`config.mk`:
```
export PLATFORM = sky130hd
export DESIGN_NAME = shift_seq_ctrl_flat
export DESIGN_NICKNAME = d
export VERILOG_FILES = /design/src/rtl/shift_seq_ctrl_pkg.sv /design/src/rtl/shift_seq_ctrl_if.sv /design/src/rtl/shift_seq_ctrl_shift1_step.sv /design/src/rtl/shift_seq_ctrl.sv /design/src/flat_wrapper.sv
export SDC_FILE = /design/constraint.sdc
export NUM_CORES = 1
export LEC_CHECK = 0
export CAP_MARGIN = 10
export CORE_UTILIZATION = 46
export CTS_CLUSTER_SIZE = 28
export DETAILED_ROUTE_END_ITERATION = 16
export PLACE_DENSITY = 0.78
export REMOVE_ABC_BUFFERS = 1
export SYNTH_ARGS = -nofsm -noshare
export SYNTH_HDL_FRONTEND = slang
export SYNTH_SLANG_ARGS = --single-unit
```
`constraint.sdc`:
```
create_clock -name clk -period 3.7 [get_ports clk]
set_input_delay 0.74 -clock clk [delete_from_list [all_inputs] [get_ports clk]]
set_output_delay 0.74 -clock clk [all_outputs]
set_load 0.005 [all_outputs]
```
`src/rtl/shift_seq_ctrl_pkg.sv`:
```
// Shared definitions for the multi-cycle shift sequencer.
//  - OP_* : operation codes on the op port (SLL, SRL, SRA, ROR)
//  - state_t : sequencer FSM states
//  - is_ready() : states in which a new start may be accepted
package shift_pkg;

    localparam logic [1:0] OP_SLL = 2'b00;
    localparam logic [1:0] OP_SRL = 2'b01;
    localparam logic [1:0] OP_SRA = 2'b10;
    localparam logic [1:0] OP_ROR = 2'b11;

    typedef enum logic [1:0] {
        ST_IDLE  = 2'd0,
        ST_SHIFT = 2'd1,
        ST_DONE  = 2'd2
    } state_t;

    function automatic logic is_ready(input state_t st);
        return (st == ST_IDLE) || (st == ST_DONE);
    endfunction

endpackage

```
`src/rtl/shift_seq_ctrl_if.sv`:
```
// Request/result bundle between the EX-stage control and the shift sequencer.
//  start/op/shamt/din : request, driven by the master (EX control)
//  ready/busy/done/res : status and result, driven by the slave (sequencer)
interface shift_seq_ctrl_if #(
    parameter int WIDTH = 32,
    parameter int SHW   = 5
);
    logic             start;
    logic [1:0]       op;
    logic [SHW-1:0]   shamt;
    logic [WIDTH-1:0] din;
    logic             ready;
    logic             busy;
    logic             done;
    logic [WIDTH-1:0] res;

    modport master (
        output start, op, shamt, din,
        input  ready, busy, done, res
    );

    modport slave (
        input  start, op, shamt, din,
        output ready, busy, done, res
    );
endinterface

```
`src/rtl/shift_seq_ctrl_shift1_step.sv`:
```
// Combinational single-position shift step.
//  d      in  WIDTH  current data
//  op     in  2      operation code (OP_SLL/OP_SRL/OP_SRA/OP_ROR)
//  d_next out WIDTH  data after one 1-bit step
module shift1_step
    import shift_pkg::*;
#(
    parameter int WIDTH = 32
) (
    input  logic [WIDTH-1:0] d,
    input  logic [1:0]       op,
    output logic [WIDTH-1:0] d_next
);
    always_comb begin
        d_next = d;
        case (op)
            OP_SLL:  d_next = {d[WIDTH-2:0], 1'b0};
            OP_SRL:  d_next = {1'b0, d[WIDTH-1:1]};
            OP_SRA:  d_next = {d[WIDTH-1], d[WIDTH-1:1]};
            default: d_next = {d[0], d[WIDTH-1:1]};
        endcase
    end
endmodule

```
`src/rtl/shift_seq_ctrl.sv`:
```
// Multi-cycle variable-amount shift sequencer. Shifts the latched operand by
// one position per clock for shamt cycles, then pulses done for one cycle.
//  clk  in  1   rising-edge clock
//  rst  in  1   asynchronous active-high reset
//  bus  slave   start/op/shamt/din request; ready/busy/done/res status
module shift_seq_ctrl
    import shift_pkg::*;
#(
    parameter int WIDTH = 32,
    parameter int SHW   = 5
) (
    input  logic             clk,
    input  logic             rst,
    shift_seq_ctrl_if.slave  bus
);
    state_t           state, state_next;
    logic [SHW-1:0]   count, count_next;
    logic [WIDTH-1:0] data, data_next, step_out;
    logic [1:0]       op_reg, op_next;
    logic             accept;

    shift1_step #(.WIDTH(WIDTH)) u_step (
        .d      (data),
        .op     (op_reg),
        .d_next (step_out)
    );

    always_ff @(posedge clk or posedge rst) begin
        if (rst) begin
            state  <= ST_IDLE;
            count  <= '0;
            data   <= '0;
            op_reg <= OP_SLL;
        end else begin
            state  <= state_next;
            count  <= count_next;
            data   <= data_next;
            op_reg <= op_next;
        end
    end

    always_comb begin
        state_next = state;
        count_next = count;
        data_next  = data;
        op_next    = op_reg;
        accept     = is_ready(state) && bus.start;

        case (state)
            ST_SHIFT: begin
                data_next  = step_out;
                count_next = count - SHW'(1);
                if (count == SHW'(1)) begin
                    state_next = ST_DONE;
                end
            end
            ST_DONE:  state_next = ST_IDLE;
            ST_IDLE:  state_next = ST_IDLE;
            default:  state_next = ST_IDLE;
        endcase

        // A start in DONE overrides the return to IDLE, giving back-to-back issue.
        if (accept) begin
            data_next  = bus.din;
            op_next    = bus.op;
            count_next = bus.shamt;
            state_next = (bus.shamt == '0) ? ST_DONE : ST_SHIFT;
        end
    end

    assign bus.ready = is_ready(state);
    assign bus.busy  = (state == ST_SHIFT);
    assign bus.done  = (state == ST_DONE);
    assign bus.res   = data;
endmodule
```
`src/flat_wrapper.sv`:
```
// flat-port wrapper written by rule: the top's interface ports become plain ports
module shift_seq_ctrl_flat import shift_pkg::*;
#(
    parameter int WIDTH = 32,
    parameter int SHW   = 5
)
  (clk, rst, bus_start, bus_op, bus_shamt, bus_din, bus_ready, bus_busy, bus_done, bus_res);
  shift_seq_ctrl_if #(.WIDTH(WIDTH), .SHW(SHW)) bus_i ();
  input  logic clk;
  input  logic rst;
  input wire logic [$bits(bus_i.start)-1:0] bus_start;
  input wire logic [$bits(bus_i.op)-1:0] bus_op;
  input wire logic [$bits(bus_i.shamt)-1:0] bus_shamt;
  input wire logic [$bits(bus_i.din)-1:0] bus_din;
  output wire logic [$bits(bus_i.ready)-1:0] bus_ready;
  output wire logic [$bits(bus_i.busy)-1:0] bus_busy;
  output wire logic [$bits(bus_i.done)-1:0] bus_done;
  output wire logic [$bits(bus_i.res)-1:0] bus_res;
  assign bus_i.start = bus_start;
  assign bus_i.op = bus_op;
  assign bus_i.shamt = bus_shamt;
  assign bus_i.din = bus_din;
  assign bus_ready = bus_i.ready;
  assign bus_busy = bus_i.busy;
  assign bus_done = bus_i.done;
  assign bus_res = bus_i.res;
  shift_seq_ctrl #(.WIDTH(WIDTH), .SHW(SHW)) u_core (.clk(clk), .rst(rst), .bus(bus_i));
endmodule
```
After elaboration in Yosys (flattened, before gate mapping)
Cells that the tools add are included.
- add/subtract/negate cells: 1
- eq/ne operators: 7
- mux-type cells: 9
- reduce and logical (&&, ||, !) cells: 7
- operators by type and width (cell ; count):
    32-bit one-hot mux with 3 select lines ; 1
    32-bit 2-to-1 mux ; 2
    5-bit 2-to-1 mux ; 2
    2-bit 2-to-1 mux ; 4
    5-bit by 1-bit equality test with 1-bit output, second input constant ; 1
    5-bit logical NOT ; 1
    5-bit by 1-bit subtractor with 5-bit output, second input constant ; 1
    2-bit by 1-bit equality test with 1-bit output, second input constant ; 2
    2-bit equality test, second input constant ; 2
    2-bit logical NOT ; 2
    3-bit by 1-bit != test with 1-bit output, second input constant ; 1
    2-bit by 1-bit != test with 1-bit output, second input constant ; 1
    2-bit AND reduction ; 1
    2-bit nonzero test ; 1
    1-bit logical AND ; 1
    1-bit logical OR ; 1
- output and inout bits: 35
- word-level logic and storage cells: 29
- flip-flop bits (word level): 41
- bits of input ports: 42

Logic depth before layout (Yosys ltp)
- depth in word-level cells: 5
- depth in mapped cells: 6

By module
Synthesis repeated with hierarchy kept, for this count alone.
- cell total of the unflattened synthesis: 237
- area total of the unflattened synthesis: 2289.7 µm²
- modules (own cells, without submodules) (module ; area each (µm²) ; seq. area each (µm²) ; cells each ; instances):
    shift_seq_ctrl ; 1873.0 ; 1026.0 ; 200 ; 1
    shift1_step ; 416.6 ; 0.0 ; 37 ; 1

Least setup slack after synthesis
No wires, ideal clock.
- kind: register to output
- start point: register u_core.state[1]
- end point: output bus_busy
- required time: 2.960 ns
- setup slack: 1.938 ns
- cell stages (with the launch flop): 5
- buffers on the path: 2
- arrival time: 1.022 ns
- cell sequence: dfrtp_1 > nand2b_1 > buf_4 > inv_2 > clkbuf_1
- word-level cells in the longest chain between the ends: 1
- ends and longest elaborated chain (item ; line ; source):
    from (decl) ; shift_seq_ctrl.sv:16 ; state_t state, state_next;
    from (signal assigned) ; shift_seq_ctrl.sv:35 ; state <= state_next;
    2-bit by 1-bit equality test with 1-bit output ; shift_seq_ctrl.sv:72 ; assign bus.busy = (state == ST_SHIFT);
    to (decl) ; flat_wrapper.sv:16 ; output wire logic [$bits(bus_i.busy)-1:0] bus_busy;
Every way passes these cells.

Worst setup path in the final report
- start point: register u_core.state[0]
- end point: output bus_busy
The elaborated chain is that of the path after synthesis.

==> summary.txt <==
status -> completed
CP Max Fanout -> 22
IO buf count -> 76
cts repair resizes -> 0
HPWL after DPL -> 3890 um
fmax -> 403 MHz
total grt overflow -> 0
Hold Crit Class -> reg -> reg
critical path class -> reg -> out
Initial Utilization -> 48.2%
Setup crit end kind -> output port
clock buffer depth -> 2
drt first pass iters -> 4
TritonCTS clock tree -> yes
peak supply drop -> 0.632 mV
CP top delay family -> buffers and inverters
Post-Route Skew -> 5.54 ps
WHS -> 556 ps
Hold Path Cell Cnt -> 1
row count -> 25
Crit Reg-Reg Endpoint -> u_core.count[3]$_DFFE_PP0P_
Nets -> 362
pin count of the biggest net entering global routing -> 53
register bit total from synthesis -> 41
Finished Cell Area -> 3250 um^2
io pins -> 77
Rel. slew slack -> 46.9%
Overall Power -> 2880 uW
Post-synth EDFFs -> 0
layout cells sized above 1 -> 11.0%
ANT nets after route -> 0
required time worst endpoint -> 2960 ps
commonest non-fill, non-tap cells in the layout -> clkdlybuf4s50_1 (76), dfrtp_1 (41), nand2_1 (40)
fin crit period -> 2480 ps
worst skew pair latency -> 280 ps
Worst path max stage delay -> 520 ps
Hold Violations, Final -> 0
Slew @ Worst Pin -> 796 ps
vias in the first global route -> 2030
min-delay src -> u_core.count[1]$_DFFE_PP0P_
critical-path cell list -> buf_4, nand2b_1, inv_2, clkdlybuf4s50_1
Mapped Avg Cell Area -> 9.31 um^2
cells after synthesis -> 248
pwr dens -> 886 nW/um^2
Pleak -> 0.00135 uW
crit path DAT -> 1740 ps
FF-to-FF setup slack -> 1540 ps
max-slew violation count -> 0
CP startpoint kind -> flop
fin crit share -> 67.1%
RSZ-0062 raised after global routing -> no
ANT cells -> 0
reg2reg start -> u_core.state[0]$_DFFE_PP0P_
post-synth cell types -> 33
MaxCap Viol Count -> 0
Reg2Reg Depth -> 6
Global Route Usage Sum -> 22.5%
initial antenna violation count -> 0
Layout area overhead -> 40.6%
Post-Route WL -> 5700 um
Final Setup Violations -> 0
drt first-iter violations -> 166
die area -> 5310 um^2
DIE HEIGHT -> 72.8 um
first-pass GRT wire length -> 9270 um
Buf/Inv on CP -> 3
Cell Area, Synth -> 2310 um^2
die extent in x -> 72.8 um
WP depth -> 4
Top FF cell, synth -> dfrtp_1
Routability Congestion -> 0.736
commonest non-fill, non-tap cell in the layout -> clkdlybuf4s50_1
Vias/cell -> 5.53
Hold Path Sink -> u_core.count[1]$_DFFE_PP0P_
ys async rst share -> 100%
postcts setup bufs -> 0
CTS H-tree lvls -> 2
core region area -> 4790 um^2
Worst path slowest cell -> clkdlybuf4s50_1
number of flip-flops in the largest register -> 32
footprint of the multi-input gates -> 1170 um^2
# DRC -> 0
Fillers -> 409
CTS Root Cell -> clkbuf_8
# hold bufs at CTS -> 0
CTS Sinks -> 41
Cell Area, Placed -> 3110 um^2
total CTS buffers -> 5
Worst-path clk slew -> 80 ps
Sum Neg Setup Slack -> 0 ps
wire per inst -> 14.8 um
Ys Warns -> 0
Seq/Total Area, Yosys -> 44.4%
vias -> 2133
register area -> 1030 um^2
cells in the mapped netlist (2+ instances only):
| master | n | area (um^2) |
|---|---|---|
| dfrtp_1 | 41 | 1030 |
| mux2_2 | 15 | 169 |
| nor2_1 | 21 | 78.8 |
| a221o_1 | 4 | 40.0 |
| nand2b_1 | 3 | 18.8 |
| nand2_1 | 40 | 150 |
| nor3_1 | 17 | 85.1 |
| a211oi_1 | 15 | 113 |
| clkbuf_1 | 6 | 22.5 |
| o22ai_1 | 15 | 93.8 |
| nor2b_1 | 2 | 12.5 |
| a21oi_1 | 3 | 15.0 |
| mux2i_1 | 16 | 160 |
| a31oi_1 | 15 | 93.8 |
| a22oi_1 | 2 | 15.0 |
| ha_1 | 2 | 25.0 |
| buf_4 | 2 | 15.0 |
| buf_2 | 11 | 55.1 |
| inv_1 | 4 | 15.0 |
cell families after synthesis:
group | count (synthesis) | synth area share, %
adder cells (fa/ha/maj) | 2 | 1.08
AND/OR/NAND/NOR | 89 | 16.6
multiplexers | 32 | 14.9
flip-flops | 41 | 44.4
buffers and inverters | 25 | 4.99
AO/OA/AOI/OAI | 59 | 17.9
worst reg2reg max path: cells and delay by family, from the launching register on:
family / cells / cell delay, ps
AO/OA/AOI/OAI: 1 / 290
AND/OR/NAND/NOR: 1 / 260
flip-flops: 1 / 320
buffers and inverters: 3 / 820
multiplexers: 1 / 360
power by group:
group	internal, uW	switching, uW	leakage, uW
logic	816	690	0.000807
registers	690	263	0.000472
clock network	268	149	0.0000681
total	1770	1100	0.00135
layout make-up:
class,count,share of cell area (%)
multi-input cells,182,36.0
inverters,5,0.578
well taps,67,2.58
flip-flops and latches,41,31.6
repair buffers,83,25.1
clock inverters,3,2.00
clock buffers,5,2.12
worst max-delay path by stage:
| stage | start | endpoint | slack, ps |
|---|---|---|---|
| floorplan | bus_start | u_core.count[2]$_DFFE_PP0P_ | 1430 |
| global placement | bus_start | u_core.bus.res[26]$_DFFE_PP0P_ | 1220 |
| detailed placement | bus_start | u_core.bus.res[29]$_DFFE_PP0P_ | 1140 |
| CTS | u_core.state[0]$_DFFE_PP0P_ | bus_busy | 1210 |
| global route | u_core.state[0]$_DFFE_PP0P_ | bus_busy | 1140 |
| finish | u_core.state[0]$_DFFE_PP0P_ | bus_busy | 1220 |
metrics by stage:
| stage | worst slack (ps) | util, % | std cells |
|---|---|---|---|
| 2_1_floorplan | 1430 | - | 228 |
| 3_3_place_gp | 1220 | 65.0 | 378 |
| 3_5_place_dp | 1140 | 65.0 | 378 |
| 4_1_cts | 1210 | 67.8 | 386 |
| 5_1_grt | 1140 | 67.8 | 386 |
| 6_report | 1220 | 67.8 | 386 |
layer usage:
layer  up-vias  GRT usage (%)  routed length, um
li1       1053              -                  -
met1      1006           28.0               2600
met2        72           37.8               2640
met3         2           7.60                431
met4         0           5.45                 17
met5         -              0                  0
(Power assumes the default switching activity.)
